**src/rtl/spi_pkg.sv**
```systemverilog
// spi_pkg: shared types and helpers for the SPI master (spi_master_cfg, spi_clkgen).
//   spi_state_t : transfer FSM states
//   spi_mode_t  : {cpol, cpha} captured when a request is accepted
//   cnt_width() : counter width for a modulus n, never less than one bit
package spi_pkg;

   typedef enum logic [2:0] {
      StIdle,
      StSetup,
      StXfer,
      StHold,
      StDone
   } spi_state_t;

   typedef struct packed {
      logic cpol;
      logic cpha;
   } spi_mode_t;

   function automatic int unsigned cnt_width(input int unsigned n);
      return (n > 1) ? $clog2(n) : 1;
   endfunction

endpackage

```
**src/rtl/spi_clkgen.sv**
```systemverilog
// spi_clkgen: half-period tick generator for the SPI master.
// Ports:
//   clk  : system clock
//   rst  : synchronous active-high reset
//   clr  : synchronous restart of the count (request accepted)
//   en   : count while high
//   tick : one-cycle pulse every NT enabled cycles
module spi_clkgen
   import spi_pkg::*;
#(
   parameter int unsigned NT = 10
) (
   input  logic clk,
   input  logic rst,
   input  logic clr,
   input  logic en,
   output logic tick
);

   localparam int unsigned CW = cnt_width(NT);
   localparam logic [CW-1:0] LAST = CW'(NT - 1);

   logic [CW-1:0] cnt_q;

   assign tick = en && (cnt_q == LAST);

   always_ff @(posedge clk) begin
      if (rst || clr) begin
         cnt_q <= '0;
      end else if (en) begin
         cnt_q <= tick ? '0 : cnt_q + CW'(1);
      end
   end

endmodule

```
**src/rtl/spi_master_cfg.sv**
```systemverilog
// spi_master_cfg: mode-configurable SPI master with decoded chip selects.
// Everything runs in the clk domain; sclk is a registered output, never a clock.
// Ports:
//   clk, rst          : system clock, synchronous active-high reset
//   start, ready, busy: request handshake (start accepted only while ready)
//   cs_sel, cpol, cpha, din : transfer parameters, captured on accept
//   done, dout        : one-cycle completion pulse, received word held until next done
//   sclk, mosi, miso  : SPI bus (miso pre-synchronised)
//   cs_n              : active-low chip selects, cs_sel >= NCS asserts none
// Build option: define SPI_MASTER_LSB_FIRST_EN to shift LSB-first in both directions.
module spi_master_cfg
   import spi_pkg::*;
#(
   parameter int unsigned CLKFREQ = 27000000,
   parameter int unsigned SPIFREQ = 100000,
   parameter int unsigned WIDTH   = 13,
   parameter int unsigned NCS     = 4,
   localparam int unsigned CSW    = cnt_width(NCS)
) (
   input  logic             clk,
   input  logic             rst,
   input  logic             start,
   input  logic [CSW-1:0]   cs_sel,
   input  logic             cpol,
   input  logic             cpha,
   input  logic [WIDTH-1:0] din,
   output logic             ready,
   output logic             busy,
   output logic             done,
   output logic [WIDTH-1:0] dout,
   output logic             sclk,
   output logic             mosi,
   input  logic             miso,
   output logic [NCS-1:0]   cs_n
);

   localparam int unsigned NT  = CLKFREQ / (2 * SPIFREQ);
   localparam int unsigned HCW = cnt_width(2 * WIDTH);
   localparam logic [HCW-1:0] HLAST = HCW'(2 * WIDTH - 1);

   if (NT < 1) begin : g_nt_check
      $error("spi_master_cfg: CLKFREQ/(2*SPIFREQ) must be at least 1");
   end
   if (WIDTH < 2) begin : g_width_check
      $error("spi_master_cfg: WIDTH must be at least 2");
   end

   function automatic logic tx_head(input logic [WIDTH-1:0] v);
`ifdef SPI_MASTER_LSB_FIRST_EN
      return v[0];
`else
      return v[WIDTH-1];
`endif
   endfunction

   function automatic logic [WIDTH-1:0] tx_adv(input logic [WIDTH-1:0] v);
`ifdef SPI_MASTER_LSB_FIRST_EN
      return v >> 1;
`else
      return v << 1;
`endif
   endfunction

   function automatic logic [WIDTH-1:0] rx_push(input logic [WIDTH-1:0] v, input logic b);
`ifdef SPI_MASTER_LSB_FIRST_EN
      return {b, v[WIDTH-1:1]};
`else
      return {v[WIDTH-2:0], b};
`endif
   endfunction

   spi_state_t       state_q, state_d;
   spi_mode_t        mode_q, mode_d;
   logic [CSW-1:0]   cs_sel_q, cs_sel_d;
   logic [WIDTH-1:0] tx_q, tx_d;
   logic [WIDTH-1:0] rx_q, rx_d;
   logic [HCW-1:0]   hcnt_q, hcnt_d;
   logic             sclk_q, sclk_d;
   logic             mosi_q, mosi_d;
   logic [WIDTH-1:0] dout_q, dout_d;
   logic [NCS-1:0]   cs_n_q, cs_n_d;
   logic             done_q, ready_q, busy_q;
   logic             accept, tick, run;

   assign run = (state_q == StSetup) || (state_q == StXfer) || (state_q == StHold);

   spi_clkgen #(
      .NT (NT)
   ) u_clkgen (
      .clk  (clk),
      .rst  (rst),
      .clr  (accept),
      .en   (run),
      .tick (tick)
   );

   always_comb begin
      state_d  = state_q;
      mode_d   = mode_q;
      cs_sel_d = cs_sel_q;
      tx_d     = tx_q;
      rx_d     = rx_q;
      hcnt_d   = hcnt_q;
      sclk_d   = sclk_q;
      mosi_d   = mosi_q;
      dout_d   = dout_q;
      accept   = 1'b0;

      unique case (state_q)
         StIdle: begin
            if (start) begin
               accept      = 1'b1;
               state_d     = StSetup;
               mode_d.cpol = cpol;
               mode_d.cpha = cpha;
               cs_sel_d    = cs_sel;
               sclk_d      = cpol;
               hcnt_d      = '0;
               tx_d        = din;
               mosi_d      = 1'b0;
               // CPHA=0 must present the first bit before the first (sampling) edge.
               if (!cpha) begin
                  mosi_d = tx_head(din);
                  tx_d   = tx_adv(din);
               end
            end
         end
         StSetup: begin
            if (tick) begin
               state_d = StXfer;
            end
         end
         StXfer: begin
            if (tick) begin
               sclk_d = ~sclk_q;
               hcnt_d = hcnt_q + HCW'(1);
               // Even hcnt is a leading edge, odd a trailing edge.
               if (!hcnt_q[0]) begin
                  if (!mode_q.cpha) begin
                     rx_d = rx_push(rx_q, miso);
                  end else begin
                     mosi_d = tx_head(tx_q);
                     tx_d   = tx_adv(tx_q);
                  end
               end else begin
                  if (mode_q.cpha) begin
                     rx_d = rx_push(rx_q, miso);
                  end else if (hcnt_q != HLAST) begin
                     // Last trailing edge has no next bit; keep mosi steady into HOLD.
                     mosi_d = tx_head(tx_q);
                     tx_d   = tx_adv(tx_q);
                  end
                  if (hcnt_q == HLAST) begin
                     state_d = StHold;
                     sclk_d  = mode_q.cpol;
                  end
               end
            end
         end
         StHold: begin
            if (tick) begin
               state_d = StDone;
               dout_d  = rx_q;
            end
         end
         StDone: begin
            state_d = StIdle;
         end
         default: begin
            state_d = StIdle;
         end
      endcase

      cs_n_d = '1;
      if ((state_d == StSetup) || (state_d == StXfer) || (state_d == StHold)) begin
         for (int i = 0; i < NCS; i++) begin
            cs_n_d[i] = (cs_sel_d != CSW'(i));
         end
      end
   end

   always_ff @(posedge clk) begin
      if (rst) begin
         state_q  <= StIdle;
         mode_q   <= '0;
         cs_sel_q <= '0;
         tx_q     <= '0;
         rx_q     <= '0;
         hcnt_q   <= '0;
         sclk_q   <= 1'b0;
         mosi_q   <= 1'b0;
         dout_q   <= '0;
         cs_n_q   <= '1;
         done_q   <= 1'b0;
         ready_q  <= 1'b1;
         busy_q   <= 1'b0;
      end else begin
         state_q  <= state_d;
         mode_q   <= mode_d;
         cs_sel_q <= cs_sel_d;
         tx_q     <= tx_d;
         rx_q     <= rx_d;
         hcnt_q   <= hcnt_d;
         sclk_q   <= sclk_d;
         mosi_q   <= mosi_d;
         dout_q   <= dout_d;
         cs_n_q   <= cs_n_d;
         done_q   <= (state_d == StDone);
         ready_q  <= (state_d == StIdle);
         busy_q   <= (state_d != StIdle);
      end
   end

   assign ready = ready_q;
   assign busy  = busy_q;
   assign done  = done_q;
   assign dout  = dout_q;
   assign sclk  = sclk_q;
   assign mosi  = mosi_q;
   assign cs_n  = cs_n_q;

endmodule

```
**config.mk**
```make
export PLATFORM = sky130hd
export DESIGN_NAME = spi_master_cfg
export DESIGN_NICKNAME = d
export VERILOG_FILES = /design/src/rtl/spi_pkg.sv /design/src/rtl/spi_clkgen.sv /design/src/rtl/spi_master_cfg.sv
export SDC_FILE = /design/constraint.sdc
export NUM_CORES = 1
export LEC_CHECK = 0
export ABC_CLOCK_PERIOD_IN_PS = 3000
export CORE_AREA = 2 2 86 88
export DETAILED_ROUTE_END_ITERATION = 16
export DIE_AREA = 0 0 88 90
export GPL_ROUTABILITY_DRIVEN = 0
export PLACE_DENSITY = 0.63
export SYNTH_ARGS = -nofsm -noshare
export SYNTH_HDL_FRONTEND = slang
export SYNTH_HIERARCHICAL = 1
export SYNTH_SLANG_ARGS = --single-unit
```
**constraint.sdc**
```tcl
create_clock -name clk -period 3 [get_ports clk]
set_input_delay 0.6 -clock clk [delete_from_list [all_inputs] [get_ports clk]]
set_output_delay 0.6 -clock clk [all_outputs]
set_load 0.005 [all_outputs]
```
# Word level (Yosys, flattened, before mapping)
# Cells that the tools add are included.
word_totals:
  output_inout_bits: 22
  memories: 0
  regBits: 68
  ramBits: 0
  mem_bits_ro: 0
  latchBits: 0
op_classes:
  n_mux: 39
  n_bitwise: 2
  n_eq_ne: 20
  n_addsub: 2
  div_mod_pow: 0
  n_mul: 0
  reduce_logical: 17
  n_shift: 0
  n_lt_le_gt_ge: 0
op_table:
  columns: ["operator", "n"]
  rows:
  - ["$mux W13", 10]
  - ["$pmux W13 S2", 1]
  - ["$mux W3", 6]
  - ["$mux W1", 13]
  - ["$eq A3 B2 Y1 const B", 4]
  - ["$pmux W3 S4", 1]
  - ["$mux W5", 2]
  - ["$pmux W5 S2", 1]
  - ["$add A8 B1 Y8 const B", 1]
  - ["$eq A8 B8 Y1 const B", 1]
  - ["$mux W8", 1]
  - ["$ne A2 B2 Y1 const B", 4]
  - ["$eq A3 B1 Y1 const B", 2]
  - ["$logic_not A3 Y1", 2]
  - ["$ne A2 B1 Y1 const B", 3]
  - ["$ne A3 B3 Y1 const B", 2]
  - ["$reduce_and A6 Y1", 1]
  - ["$add A5 B1 Y5 const B", 1]
  - ["$eq A5 B5 Y1 const B", 1]
  - ["$logic_or A1 B1 Y1", 5]
  - ["$ne A5 B5 Y1 const B", 1]
  - ["$mux W2", 2]
  - ["$pmux W1 S2", 2]
  - ["$reduce_and A2 Y1", 2]
  - ["other kinds (9)", 11]

# Logic depth before layout (Yosys ltp)
logic_depth:
  word_depth: 11
  ltp_mapped: 12

# Cells and area by module
# Netlist, hierarchy kept.
by_module_without_submodules:
  columns: ["mod", "cells_each", "instances", "area_per_inst_um2"]
  rows:
  - ["spi_master_cfg", 310, 1, 2653.8]
  - ["spi_clkgen", 46, 1, 414.1]

# Least setup slack after synthesis
# OpenSTA, ideal clock, no wires.
synth_timing:
  kind: "flip-flop to flip-flop"
  startpoint: "register state_q[1]"
  endpoint: "register mosi_q, in the netlist mosi"
  arrival_ns: 2.248
  slack_ns: 0.629
  required_time_ns: 2.877
  synth_period_minus_slack_ns: 2.371
  path_stages_with_launch: 12
  n_path_buf: 3
  path_cell_list: "dfxtp_1 buf_2 nor2_1 nor2_1 buf_2 nand4_1 nor2_1 nand4bb_1 buf_6 a2111o_1 a221oi_1 nor3_1"
synth_between:
  elab_chain_cells: 6
synth_lines:
  columns: ["item", "line", "source"]
  rows:
  - ["from (decl)", "spi_master_cfg.sv:72", "spi_state_t state_q, state_d;"]
  - ["from (signal assigned)", "spi_master_cfg.sv:184", "state_q <= StIdle;"]
  - ["from (signal assigned)", "spi_master_cfg.sv:198", "state_q <= state_d;"]
  - ["$eq A3 B1 Y1 or $eq A3 B2 Y1 (tied branches)", "spi_master_cfg.sv:85", "assign run = (state_q == StSetup) || (state_q == StXfer) || (state_q == StHold);"]
  - ["$logic_or A1 B1 Y1", "spi_master_cfg.sv:85", null]
  - ["$logic_or A1 B1 Y1 *", "spi_master_cfg.sv:85", null]
  - ["named net run", "spi_master_cfg.sv:83", "logic accept, tick, run;"]
  - ["$logic_and A1 B1 Y1 *", "spi_clkgen.sv:25", "assign tick = en && (cnt_q == LAST);"]
  - ["named net tick", "spi_master_cfg.sv:83", null]
  - ["$ne A2 B1 Y1 (no line) *", null, null]
  - ["$reduce_and A6 Y1 (no line) *", null, null]
  - ["to (signal assigned)", "spi_master_cfg.sv:205", "mosi_q <= mosi_d;"]
  - ["to (decl)", "spi_master_cfg.sv:79", "logic mosi_q, mosi_d;"]
# Mark *: on every way through the listed nets, which the timed path passes. The rest lies on a longest branch.
# A chain may end at the register's enable or synchronous reset.

# Worst setup path in the final report
# Same ends and word-level chain as after synthesis.

==> impl_metrics.env <==
export IMPL_outcome="finished clean"
export IMPL_routed_wirelength_mm=6.469
export IMPL_start_kind="register"
export IMPL_p_switching_uw=460.2
export IMPL_dp_hpwl_mm=4.219
export IMPL_endpoint_kind="register"
export IMPL_tritoncts="yes"
export IMPL_start_util_pct=43.70
export IMPL_clk_latency_ns=0.34
export IMPL_antenna_cells=0
export IMPL_cts_resized=0
export IMPL_path_cells="nor2_1 -> nor2_1 -> nand4_1 -> nor2_1 -> nand4bb_1 -> a2111o_1 -> a221oi_1 -> nor3_1"
export IMPL_post_cts_setup_buffers=0
export IMPL_die_w_um=88
export IMPL_hold_path_end="dout[4]"
export IMPL_syn_num_nets=383
export IMPL_irDropWorstVdd_mv=0.2150
export IMPL_wl_per_cell_um=13.02
export IMPL_max_clock_freq_mhz=404.6
export IMPL_powerDensity_nw_per_um2=503.0
export IMPL_remaining_drc_errors=0
export IMPL_holdPathStages=2
export IMPL_slew_violations=0
export IMPL_worstSetupPathType="register to register"
export IMPL_cpPeakStageDelay_ns=0.65
export IMPL_syn_cell_area_sq_um=3068
export IMPL_ys_seq_area_share_pct=44.37
export IMPL_crit_path_max_fanout=14
export IMPL_cts_path_max_buffers=2
export IMPL_pwr_share_comb_pct=7.9
export IMPL_setup_viol=0
export IMPL_mostFrequentLayoutCells="nand2_1, dfxtp_1, a21oi_1"
export IMPL_synthFlopType="dfxtp_1"
export IMPL_portBuffers=42
export IMPL_maxCapViolations=0
export IMPL_drt_iter0_drc=140
export IMPL_cp_required_ns=3.21
export IMPL_hp_class="register to register"
export IMPL_cts_buffers=9
export IMPL_grt_max_degree=41
export IMPL_synth_warnings=6
export IMPL_fillers=667
export IMPL_synthCells=356
export IMPL_grt_antenna_before_repair=0
export IMPL_synth_avg_cell_area_sq_um=8.618
export IMPL_num_rows=31
export IMPL_drtPass1Iterations=4
export IMPL_crit_top_cell="nor2_1"
export IMPL_grt_pass1_wl_mm=10.98
export IMPL_track_usage_pct=17.05
export IMPL_grt_ovfl_total=0
export IMPL_p_seq_share_pct=50.5
export IMPL_io_pins=43
export IMPL_final_nets=420
export IMPL_fin_crit_ns=2.472
export IMPL_die_h_um=90
export IMPL_internal_power_mw=1.397
export IMPL_ys_ff_latch=68
export IMPL_ys_async_sr_fraction_pct=0
export IMPL_r2r_end="mosi"
export IMPL_syn_to_final_growth_pct=20.35
export IMPL_clk_pin_slew_ns=0.08
export IMPL_p_total_mw=1.857
export IMPL_skew_ns=0.009257
export IMPL_num_vias=2569
export IMPL_ant_nets=0
export IMPL_synthDistinctLibCells=47
export IMPL_clkSinkCount=68
export IMPL_dp_cells=481
export IMPL_dieArea_sq_um=7920
export IMPL_reg2reg_slack_ns=0.53
export IMPL_r2r_cells=8
export IMPL_worst_path_max_delay_cell="a2111o_1"
export IMPL_p_leak_nw=1.322
export IMPL_finalCritPeriodShare_pct=82.39
export IMPL_min_delay_start="dout[4]"
export IMPL_postCtsHoldBufs=0
export IMPL_rsz0062_at_grt="no"
export IMPL_cp_arrival_ns=2.68
export IMPL_r2r_start="state_q[1]"
export IMPL_power_share_clock_pct=41.6
export IMPL_synth_edff_count=0
export IMPL_htree_levels=3
export IMPL_p_sw_share_pct=24.78
export IMPL_cts_root_buf="clkbuf_8"
export IMPL_final_hold_viol_count=0
export IMPL_drive_above_1_share_pct=10.30
export IMPL_core_sq_um=7020
export IMPL_final_cells=497
export IMPL_fin_tns_setup_ns=0
export IMPL_timing_slew_headroom_pct=54.30
export IMPL_vias_per_cell=5.169
export IMPL_grt_pass1_vias=2404
export IMPL_layout_commonest_cell="nand2_1"
export IMPL_worst_pin_slew_ns=0.6819
[cell families (layout without fill, tap and decap cells)]
kind of cell               after synthesis  count (layout)  synth area share, %
and+or+nand+nor                        149             149                22.88
AOI/OAI and AO/OA                       79              79                16.56
muxes                                   13              13                4.241
xor gates and xnor gates                 7               7                1.998
buffers and inverters                   34              76                7.504
DFF                                     68              68                44.37
adders and majority gates                6               6                2.447
[cell usage after synthesis, types with 2 or more instances]
master / n / area, sq um
xnor2_1: 3 / 26.28
nor3b_1: 3 / 22.52
nand2b_1: 2 / 12.51
buf_2: 6 / 30.03
dfxtp_1: 68 / 1361
nand4_1: 3 / 18.77
o21ai_0: 3 / 15.01
ha_1: 6 / 75.07
a211oi_1: 3 / 22.52
a21oi_1: 50 / 250.2
or3_2: 2 / 15.01
or2_2: 2 / 12.51
mux2i_1: 13 / 130.1
nand2_1: 82 / 307.8
or4_4: 2 / 22.52
o221ai_1: 12 / 105.1
xor2_1: 4 / 35.03
inv_1: 7 / 26.28
and2_1: 2 / 12.51
nor2_1: 17 / 63.81
nand3_1: 13 / 65.06
nor3_1: 9 / 45.04
buf_6: 12 / 135.1
clkbuf_1: 7 / 26.28
nor2b_1: 3 / 18.77
[per-stage QoR]
| step | cell area (sq um) | utilization [%] | hold slack [ns] | worst slack [ns] |
|---|---|---|---|---|
| 3_5_place_dp | 3486 | 49.65 | 0.4465 | 0.3989 |
| 5_1_grt | 3692 | 52.59 | 0.4792 | 0.2659 |
| 2_1_floorplan | 3068 | - | 0.4321 | 0.6287 |
| 6_report | 3692 | 52.59 | 0.4566 | 0.5283 |
| 4_1_cts | 3692 | 52.59 | 0.4617 | 0.5383 |
| 3_3_place_gp | 3486 | 49.65 | 0.4467 | 0.4558 |
[worst max-delay path: cells and delay by family, from the launching register on]
kind | cells | cell delay [ns]
compound gates | 2 | 1.00
flops | 1 | 0.54
simple gates | 6 | 0.82
[worst max path at each step]
stage                     slack, ns  endpoint  startpoint  cells after the start
after floorplan                0.63      mosi  state_q[1]                     11
after global placement         0.46   cs_n[1]       start                      6
after detailed placement       0.40   cs_n[0]       start                      6
after CTS                      0.54      mosi  state_q[1]                      8
after global routing           0.27   tx_q[9]  state_q[1]                     10
final                          0.53      mosi  state_q[1]                      8
[layout make-up]
class                           instances  area, sq um  area share, %
Timing Repair Buffer                   53        498.0          13.49
Inverter                                7        26.28         0.7116
Tap cell                               99        123.9          3.355
Clock buffer                            9        123.9          3.355
Sequential cell                        68         1361          36.87
Clock inverter                          7        82.58          2.237
Multi-Input combinational cell        254         1476          39.99
[metal layers]
metal / share of wire (%) / GRT usage [%] / vias up
met5: 0 / 0 / -
met3: 2.3 / 3.398 / 8
li1: - / - / 1317
met2: 46 / 26.45 / 40
met4: 1.7 / 6.923 / 0
met1: 50 / 22.96 / 1204
[power groups by stage]
stage          Clock (mW)  Combinational, mW  Sequential [mW]
6_report            0.772              0.147            0.938
5_1_grt             0.835              0.164            0.941
4_1_cts             0.797              0.148            0.938
3_5_place_dp            0              0.148            0.959
3_3_place_gp            0              0.146            0.959
2_1_floorplan           0             0.0971            0.955
[state kept, by name, indices dropped and copies added, names as in the netlist]
register,count
busy,1
u_clkgen/cnt_q,8
sclk,1
ready,1
tx_q,13
cs_n,4
state_q,3
done,1
hcnt_q,5
cs_sel_q,2
rx_q,13
mode_q,2
mosi,1
dout,13
(Power assumes the default switching activity.)
